File: config.mk
export PLATFORM = sky130hd
export DESIGN_NAME = i2c_target_regs_flat
export DESIGN_NICKNAME = d
export VERILOG_FILES = /design/src/rtl/i2c_target_regs_if.sv /design/src/rtl/i2c_target_regs.sv /design/src/flat_wrapper.sv
export SDC_FILE = /design/constraint.sdc
export NUM_CORES = 1
export LEC_CHECK = 0
export BUFFER_PORTS_ARGS = -buffer_cell sky130_fd_sc_hd__buf_2
export CAP_MARGIN = 0
export CORE_ASPECT_RATIO = 1.25
export CORE_MARGIN = 3
export CORE_UTILIZATION = 60
export DETAILED_ROUTE_END_ITERATION = 8
export PLACE_DENSITY = 0.87
export SYNTH_ARGS = -nofsm -noshare
export SYNTH_HDL_FRONTEND = slang
export SYNTH_SLANG_ARGS = --single-unit
File: constraint.sdc
create_clock -name clk_50_max10 -period 8.1 [get_ports clk_50_max10]
set_input_delay 0.81 -clock clk_50_max10 [delete_from_list [all_inputs] [get_ports clk_50_max10]]
set_output_delay 0.81 -clock clk_50_max10 [all_outputs]
set_load 0.01 [all_outputs]
File: src/rtl/i2c_target_regs_if.sv
// I2C pad-side bundle for the register target.
// Carries the raw SCL/SDA pad levels into the target and the open-drain
// SDA enable back out to an I2CBUF-style pad split.
//   scl_in : raw SCL level seen at the pad (asynchronous)
//   sda_in : raw SDA level seen at the pad (asynchronous)
//   sda_oe : 1 = pull SDA low, 0 = release
// master modport: the bus/pad side; slave modport: the target.
interface i2c_target_regs_if;
  logic scl_in;
  logic sda_in;
  logic sda_oe;

  modport master (output scl_in, output sda_in, input sda_oe);
  modport slave  (input scl_in, input sda_in, output sda_oe);
endinterface

File: src/rtl/i2c_target_regs.sv
// I2C target with an 8-bit register file, answering at a fixed 7-bit address.
// Write transfers set a register pointer then auto-increment through the file;
// read transfers stream registers from the pointer. Registers are exposed in
// parallel to fabric logic and every bus write is reported by a strobe.
// Ports:
//   clk_50_max10 : system clock
//   fpga_reset   : synchronous reset, active-high
//   bus          : pad bundle (scl_in, sda_in in; sda_oe out)
//   reg_flat     : register file, reg k = reg_flat[8k+7:8k]
//   wr_stb       : one-cycle pulse per register written from the bus
//   wr_idx       : register index written, valid with wr_stb
//   wr_data      : byte written, valid with wr_stb
//   busy         : set from an address match until the next START/STOP
module i2c_target_regs #(
  parameter logic [6:0]  I2C_ADDR = 7'h48,
  parameter int unsigned NUM_REGS = 16,
  parameter int unsigned FILT_LEN = 3,
  localparam int unsigned IW = (NUM_REGS > 1) ? $clog2(NUM_REGS) : 1
) (
  input  logic                   clk_50_max10,
  input  logic                   fpga_reset,
  i2c_target_regs_if.slave       bus,
  output logic [8*NUM_REGS-1:0]  reg_flat,
  output logic                   wr_stb,
  output logic [IW-1:0]          wr_idx,
  output logic [7:0]             wr_data,
  output logic                   busy
);

  typedef enum logic [2:0] {
    ST_IDLE,
    ST_ADDR,
    ST_ACK,
    ST_WR_PTR,
    ST_WR_DATA,
    ST_RD_DATA,
    ST_IGNORE
  } state_t;

  logic                scl_s1, scl_s2, sda_s1, sda_s2;
  logic [FILT_LEN-1:0] scl_hist, sda_hist;
  logic                scl_f, sda_f, scl_fp, sda_fp;

  state_t              state, ack_dst;
  logic                ack_drv;
  logic [3:0]          bit_cnt;
  logic [6:0]          rx_sh;
  logic [7:0]          tx_sh;
  logic [IW-1:0]       ptr;
  logic                sda_oe_q;

  logic                scl_rise, scl_fall, start_det, stop_det;
  logic [7:0]          rx_byte;
  logic [IW-1:0]       ptr_inc;

  // Synchroniser plus glitch filter: a line only changes level after
  // FILT_LEN consecutive identical synchronised samples.
  always_ff @(posedge clk_50_max10) begin
    if (fpga_reset) begin
      scl_s1   <= 1'b1;
      scl_s2   <= 1'b1;
      sda_s1   <= 1'b1;
      sda_s2   <= 1'b1;
      scl_hist <= '1;
      sda_hist <= '1;
      scl_f    <= 1'b1;
      sda_f    <= 1'b1;
      scl_fp   <= 1'b1;
      sda_fp   <= 1'b1;
    end else begin
      scl_s1   <= bus.scl_in;
      scl_s2   <= scl_s1;
      sda_s1   <= bus.sda_in;
      sda_s2   <= sda_s1;
      scl_hist <= FILT_LEN'({scl_hist, scl_s2});
      sda_hist <= FILT_LEN'({sda_hist, sda_s2});
      if (&scl_hist)       scl_f <= 1'b1;
      else if (~|scl_hist) scl_f <= 1'b0;
      if (&sda_hist)       sda_f <= 1'b1;
      else if (~|sda_hist) sda_f <= 1'b0;
      scl_fp   <= scl_f;
      sda_fp   <= sda_f;
    end
  end

  // Bus events from the filtered levels.
  assign scl_rise  =  scl_f & ~scl_fp;
  assign scl_fall  = ~scl_f &  scl_fp;
  assign start_det =  scl_f &  scl_fp &  sda_fp & ~sda_f;
  assign stop_det  =  scl_f &  scl_fp & ~sda_fp &  sda_f;

  // Byte completed on the 8th rise: the last bit is still in sda_f.
  assign rx_byte = {rx_sh, sda_f};
  assign ptr_inc = ptr + IW'(1);

  assign bus.sda_oe = sda_oe_q;

  // Protocol FSM; START/STOP take priority over any sampled SCL edge.
  always_ff @(posedge clk_50_max10) begin
    if (fpga_reset) begin
      state    <= ST_IDLE;
      ack_dst  <= ST_IDLE;
      ack_drv  <= 1'b0;
      bit_cnt  <= 4'd0;
      rx_sh    <= 7'd0;
      tx_sh    <= 8'd0;
      ptr      <= '0;
      sda_oe_q <= 1'b0;
      reg_flat <= '0;
      wr_stb   <= 1'b0;
      wr_idx   <= '0;
      wr_data  <= 8'd0;
      busy     <= 1'b0;
    end else begin
      wr_stb <= 1'b0;
      if (start_det) begin
        state    <= ST_ADDR;
        bit_cnt  <= 4'd0;
        ack_drv  <= 1'b0;
        sda_oe_q <= 1'b0;
        busy     <= 1'b0;
      end else if (stop_det) begin
        state    <= ST_IDLE;
        ack_drv  <= 1'b0;
        sda_oe_q <= 1'b0;
        busy     <= 1'b0;
      end else begin
        case (state)
          ST_IDLE, ST_IGNORE: ;

          ST_ADDR, ST_WR_PTR, ST_WR_DATA: begin
            if (scl_rise) begin
              rx_sh   <= {rx_sh[5:0], sda_f};
              bit_cnt <= bit_cnt + 4'd1;
              if (bit_cnt == 4'd7) begin
                bit_cnt <= 4'd0;
                ack_drv <= 1'b0;
                state   <= ST_ACK;
                if (state == ST_ADDR) begin
                  if (rx_byte[7:1] == I2C_ADDR) begin
                    busy    <= 1'b1;
                    ack_dst <= rx_byte[0] ? ST_RD_DATA : ST_WR_PTR;
                  end else begin
                    state <= ST_IGNORE;
                  end
                end else if (state == ST_WR_PTR) begin
                  ptr     <= rx_byte[IW-1:0];
                  ack_dst <= ST_WR_DATA;
                end else begin
                  reg_flat[{ptr, 3'b000} +: 8] <= rx_byte;
                  wr_stb  <= 1'b1;
                  wr_idx  <= ptr;
                  wr_data <= rx_byte;
                  ptr     <= ptr_inc;
                  ack_dst <= ST_WR_DATA;
                end
              end
            end
          end

          // First fall after the 8th bit pulls SDA; the next fall releases it.
          ST_ACK: begin
            if (scl_fall) begin
              if (!ack_drv) begin
                ack_drv  <= 1'b1;
                sda_oe_q <= 1'b1;
              end else begin
                ack_drv <= 1'b0;
                bit_cnt <= 4'd0;
                state   <= ack_dst;
                if (ack_dst == ST_RD_DATA) begin
                  tx_sh    <= reg_flat[{ptr, 3'b000} +: 8];
                  sda_oe_q <= ~reg_flat[{ptr, 3'b111}];
                end else begin
                  sda_oe_q <= 1'b0;
                end
              end
            end
          end

          // bit_cnt counts rises of the current byte; the MSB is already on
          // the line when the byte starts, later bits follow each fall.
          ST_RD_DATA: begin
            if (scl_rise) begin
              if (bit_cnt == 4'd8) begin
                if (!sda_f) begin
                  ptr     <= ptr_inc;
                  tx_sh   <= reg_flat[{ptr_inc, 3'b000} +: 8];
                  bit_cnt <= 4'd0;
                end else begin
                  state <= ST_IGNORE;
                end
              end else begin
                bit_cnt <= bit_cnt + 4'd1;
              end
            end else if (scl_fall) begin
              if (bit_cnt < 4'd8) begin
                sda_oe_q <= ~tx_sh[3'(4'd7 - bit_cnt)];
              end else begin
                sda_oe_q <= 1'b0;
              end
            end
          end

          default: begin
            state    <= ST_IDLE;
            sda_oe_q <= 1'b0;
          end
        endcase
      end
    end
  end

endmodule

File: src/flat_wrapper.sv
// flat-port wrapper written by rule: the top's interface ports become plain ports
module i2c_target_regs_flat 
#(
  parameter logic [6:0]  I2C_ADDR = 7'h48,
  parameter int unsigned NUM_REGS = 16,
  parameter int unsigned FILT_LEN = 3,
  localparam int unsigned IW = (NUM_REGS > 1) ? $clog2(NUM_REGS) : 1
)
  (clk_50_max10, fpga_reset, reg_flat, wr_stb, wr_idx, wr_data, busy, bus_scl_in, bus_sda_in, bus_sda_oe);
  i2c_target_regs_if bus_i ();
  input  logic clk_50_max10;
  input  logic fpga_reset;
  output logic [8*NUM_REGS-1:0] reg_flat;
  output logic wr_stb;
  output logic [IW-1:0] wr_idx;
  output logic [7:0] wr_data;
  output logic busy;
  input wire logic [$bits(bus_i.scl_in)-1:0] bus_scl_in;
  input wire logic [$bits(bus_i.sda_in)-1:0] bus_sda_in;
  output wire logic [$bits(bus_i.sda_oe)-1:0] bus_sda_oe;
  assign bus_i.scl_in = bus_scl_in;
  assign bus_i.sda_in = bus_sda_in;
  assign bus_sda_oe = bus_i.sda_oe;
  i2c_target_regs #(.I2C_ADDR(I2C_ADDR), .NUM_REGS(NUM_REGS), .FILT_LEN(FILT_LEN)) u_core (.clk_50_max10(clk_50_max10), .fpga_reset(fpga_reset), .bus(bus_i), .reg_flat(reg_flat), .wr_stb(wr_stb), .wr_idx(wr_idx), .wr_data(wr_data), .busy(busy));
endmodule
Word level (Yosys, flattened, before mapping):

Cells that the tools add are included.

* flip-flop bits (word level): 187
* word-level logic and storage cells: 173
* output and inout bits: 143

* $lt $le $gt $ge: 3
* $add $sub $neg: 4
* multiplexer cells: 56
* shift-type cells: 4
* equal/unequal tests: 32
* reduce and logical (&&, ||, !) cells: 28
* bitwise operators: 22

Operator list (count)
* indexed part select 128 x 8 -> 8 bit: 2
* bitwise mux 128 bit: 1
* variable shift 8 x 9 -> 128 bit (first input constant): 1
* indexed part select 8 x 9 -> 128 bit: 1
* two-way mux 4 bit: 14
* two-way mux 8 bit: 6
* two-way mux 3 bit: 12
* != test 4 x 1 -> 1 bit (second input constant): 7
* != test 2 x 1 -> 1 bit (second input constant): 9
* AND reduction 9 bit: 2
* case mux 8 bit (2 select lines): 1
* AND reduction 8 bit: 2
* two-way mux 1 bit: 15
* inverter 1 bit: 15
* AND reduction 7 bit: 2
* == test 3 bit (second input constant): 4
* case mux 3 bit (4 select lines): 1
* case mux 4 bit (3 select lines): 1
* AND reduction 4 bit: 3
* OR reduction 3 bit: 4
* negation 7 -> 9 bit: 1
* adder 4 x 1 -> 4 bit (second input constant): 2
* less-than comparator 7 x 8 -> 1 bit (second input constant): 1
* != test 2 bit (second input constant): 4
* other kinds (25): 38

Depth between registers and ports, before layout:

* depth in word-level cells: 8
* depth in mapped cells: 14
* depth with buffers taken out: 8

Least setup slack after synthesis:

OpenSTA, ideal clock, no wires.

* kind: reg-to-reg
* from: register u_core.ptr[0]
* to: register u_core.reg_flat[32]
* setup slack: 5.204 ns
* cell stages (with the launch flop): 14
* clock period less this slack: 2.896 ns
* data arrival time: 2.768 ns
* buffers on the path: 5
* data required time: 7.972 ns
* cells stage by stage: dfxtp_1 buf_6 buf_6 buf_6 clkbuf_1 inv_1 ha_1 or2_4 o31ai_4 o21ai_2 or4_1 buf_4 mux2i_1 nor2_1

* word-level cells in the longest chain between the ends: 3

Ends and longest elaborated chain
* from (decl): line i2c_target_regs.sv:49 `logic [IW-1:0] ptr;`
* from (signal assigned): line i2c_target_regs.sv:147 `ptr <= rx_byte[IW-1:0];`
* from (signal assigned): line i2c_target_regs.sv:154 `ptr <= ptr_inc;`
* from (signal assigned): line i2c_target_regs.sv:187 `ptr <= ptr_inc;`
* negation 7 -> 9 bit *: line i2c_target_regs.sv:150 `reg_flat[{ptr, 3'b000} +: 8] <= rx_byte;`
* indexed part select 8 x 9 -> 128 bit or variable shift 8 x 9 -> 128 bit (tied branches): line i2c_target_regs.sv:150
* bitwise mux 128 bit *: line i2c_target_regs.sv:150
* to (signal, indexed assignment): line i2c_target_regs.sv:150
* to (decl): line i2c_target_regs.sv:23 `output logic [8*NUM_REGS-1:0] reg_flat,`

Mark *: on every way between the ends. The rest lies on a longest branch, timed or not.
A chain may end at the register's enable or synchronous reset.

Worst setup path in the final report:

* from: register u_core.ptr[1]
* to: register u_core.tx_sh[3]

* word-level cells in the longest chain between the ends: 6

Ends and longest elaborated chain
* adder 4 x 1 -> 4 bit: line i2c_target_regs.sv:94 `assign ptr_inc = ptr + IW'(1);`
* indexed part select 128 x 8 -> 8 bit: line i2c_target_regs.sv:188 `tx_sh <= reg_flat[{ptr_inc, 3'b000} +: 8];`
* two-way mux 8 bit: line i2c_target_regs.sv:186 `if (!sda_f) begin`
* two-way mux 8 bit: line i2c_target_regs.sv:185 `if (bit_cnt == 4'd8) begin`
* two-way mux 8 bit: line i2c_target_regs.sv:184 `if (scl_rise) begin`
* case mux 8 bit (2 select lines) *: line i2c_target_regs.sv:128 `case (state)`
* to (signal assigned): line i2c_target_regs.sv:172 `tx_sh <= reg_flat[{ptr, 3'b000} +: 8];`
* to (signal assigned): line i2c_target_regs.sv:188
* to (decl): line i2c_target_regs.sv:48 `logic [7:0] tx_sh;`

Mark *: on every way between the ends. The rest lies on a longest branch, timed or not. The select of a mux whose other input is x is not followed.

==> results.yml <==
routing:
  viasPerCell: 6.50
  vias: 8224
  drt_iter0_markers: 984
  wl_um: 28500
  wl_per_cell_um: 22.5
  ant_nets: 0
  drc_errors: 0
  firstDrtPassIters: 6
cts:
  cts_max_path_buffers: 2
  numCtsBuffers: 17
  clkTransAtPathRegs_ps: 70
  ctsHtreeMaxLevel: 4
  post_cts_resized: 0
  clock-root-buffer: "clkbuf_16"
  cts_hold_buf: 0
  cts_tree: "built"
  clk_latency_ps: 450
  postCtsSetupBuffers: 0
  cts_sinks: 187
synth:
  synth_commonest_cells: "187 x dfxtp_1, 168 x nor2_1, 143 x mux2i_1, 59 x o22ai_1, 49 x nand2_1"
  synth_edf_count: 0
  ys_ff_latch: 187
  synth_top_cell_by_area: "dfxtp_1"
  netlist_area_um2: 8850
  ys.flop_type: "dfxtp_1"
  synth_cell_types: 68
  synth-async-reset-ratio_pct: 0
  synth_nets: 980
  ys_warn_count: 0
  synthTopCellsByArea: "dfxtp_1 42%, mux2i_1 16%, nor2_1 7.1%"
  synth_top_cell_area_share_pct: 42.3
  yosysMostFrequentCell: "dfxtp_1"
  avgSynthCellArea_um2: 9.12
  synth_cells: 971
  ys_seq_area_share_pct: 42.3
cells_and_area:
  diodes: 0
  nNetsFinal: 1084
  drive_gt1_share_pct: 21.9
  finalNonFillerCells: 1265
  fill_cells: 1066
  syn_to_final_growth_pct: 14.6
timing:
  fin_hold_ws_ps: 412
  final.min_clock_period_ps: 3790
  fmaxAchievable_mhz: 264
  hold_viol: 0
  slew_headroom_pct: 11.2
  tightest_slew_ps: 1330
  min_period_over_period_pct: 46.8
  finalSetupTns_ps: 0
  maxSlewViolCount: 0
  finClkSkew_ps: 7.34
  setup_viol: 0
  rsz0062_at_grt: "false"
floorplanning:
  rows: 49
  die_y_um: 142
  ioPinCount: 147
  die_area_um2: 16300
  initial_utilization_pct: 61.5
  core_area_um2: 14400
  die_w_um: 115
global_routing:
  grt_pass1_wl_um: 43600
  overflow: 0
  grt_pass1_vias: 7834
  grt_usage_pct: 35.0
  antenna_found_initial: 0
  grt_max_degree: 113
min_path:
  hold_class: "reg -> reg"
worst_setup_path:
  cp_slowest_cell: "dfxtp_1"
  path_cells: "inv_1, ha_1, nor2b_1, mux2i_4, o22ai_1, nor3_1, nor4_1, a21oi_1"
  worst_setup_path_end_kind: "flop"
  cp_slowest_stage_delay_ps: 840
  cp.required_ps: 8410
  crit_arrival_ps: 4110
  crit_fanout: 27
  path_class: "reg -> reg"
  cp-start-kind: "flop"
placement:
  io_buffer_count: 146
  place_congestion: 0.961
  hpwl_um: 19700
  placed_cells: 1234
power_and_ir_drop:
  leakagePower_nw: 4.38
  p_per_area_nw_per_um2: 179
  worst_ir_drop_vdd_v: 0.000174
flow_run:
  maxCapViolCount: 0
status:
  outcome: "complete, no violations"
layout make-up:
cell class | instances | area, µm² | share of cell area (%)
clock buffer | 19 | 433 | 4.27
clock inverter | 12 | 163 | 1.60
inverter | 6 | 22.5 | 0.222
multi-input combinational | 711 | 4790 | 47.2
sequential | 187 | 3740 | 36.9
tap | 178 | 223 | 2.19
timing repair buffer | 152 | 778 | 7.67
metal layers:
| metal | up-vias | part of all wire, % | GRT usage, % |
|---|---|---|---|
| li1 | 3655 | - | - |
| met1 | 3859 | 35 | 40.7 |
| met2 | 559 | 48 | 58.0 |
| met3 | 151 | 9.0 | 6.83 |
| met4 | 0 | 7.3 | 23.0 |
| met5 | - | 0 | 0 |
sequential cells by signal (all words and copies together) (netlist names), 3 cells and up:
register	count
u_core.state	3
u_core.bit_cnt	4
u_core.ack_dst	3
u_core.wr_data	8
u_core.sda_hist	3
u_core.ptr	4
u_core.scl_hist	3
u_core.wr_idx	4
u_core.tx_sh	8
u_core.reg_flat	128
u_core.rx_sh	7
cell usage in the layout, fill, tap and decap left out, drive strengths merged, types with 5 or more instances in the layout:
master,count
dfxtp,187
nor2,178
buf,152
mux2i,145
o22ai,59
nand2,52
nor3,40
a21oi,35
nor2b,29
o21ai,23
clkbuf,19
nor4,16
nand3,15
or2,15
and2,13
and3,11
inv,10
nand2b,8
o221ai,7
mux4,7
a211oi,6
o21a,5
ha,5
power by group:
group / switching [mW] / total (mW) / internal [mW]
Combinational: 0.0190 / 0.0242 / 0.00512
Sequential: 0.00356 / 0.924 / 0.921
Clock: 0.376 / 0.865 / 0.488
critical path: cells and delay by family (launching register included):
family | cells | cell delay, ps
compound gates | 2 | 460
fa+ha+maj | 1 | 510
buf+inv | 1 | 330
flops | 1 | 840
mux | 1 | 420
simple gates | 3 | 1090
kinds of logic (layout without fill, tap and decap cells):
group,Yosys count,after routing,synth area share [%]
fa+ha+maj,5,5,0.707
buf+inv,73,189,3.80
xor+xnor,4,4,0.396
mux,153,153,18.5
flops,187,187,42.3
compound gates,153,153,11.2
simple gates,396,396,23.2
metrics by stage:
stage                     setup slack, ps  total power, mW  utilization [%]  instance area [µm²]
final                                4310             1.81             70.4                10100
after global routing                 4110             1.85             70.4                10100
after CTS                            4450             1.81             70.4                10100
after detailed placement             4460            0.969             66.3                 9550
after global placement               4620            0.969             66.3                 9550
after floorplan                      5200            0.965                -                 8850
path summary, 6_finish.rpt:
check,endpoint,cells past startpoint,slack [ps],from
hold reg to reg,u_core.sda_s2,1,410,u_core.sda_s1
setup / recovery,u_core.tx_sh[3],8,4310,u_core.ptr[1]
hold / removal,u_core.sda_s2,1,410,u_core.sda_s1
setup reg to reg,u_core.tx_sh[3],8,4310,u_core.ptr[1]
Power figures use the tool's default switching activity.
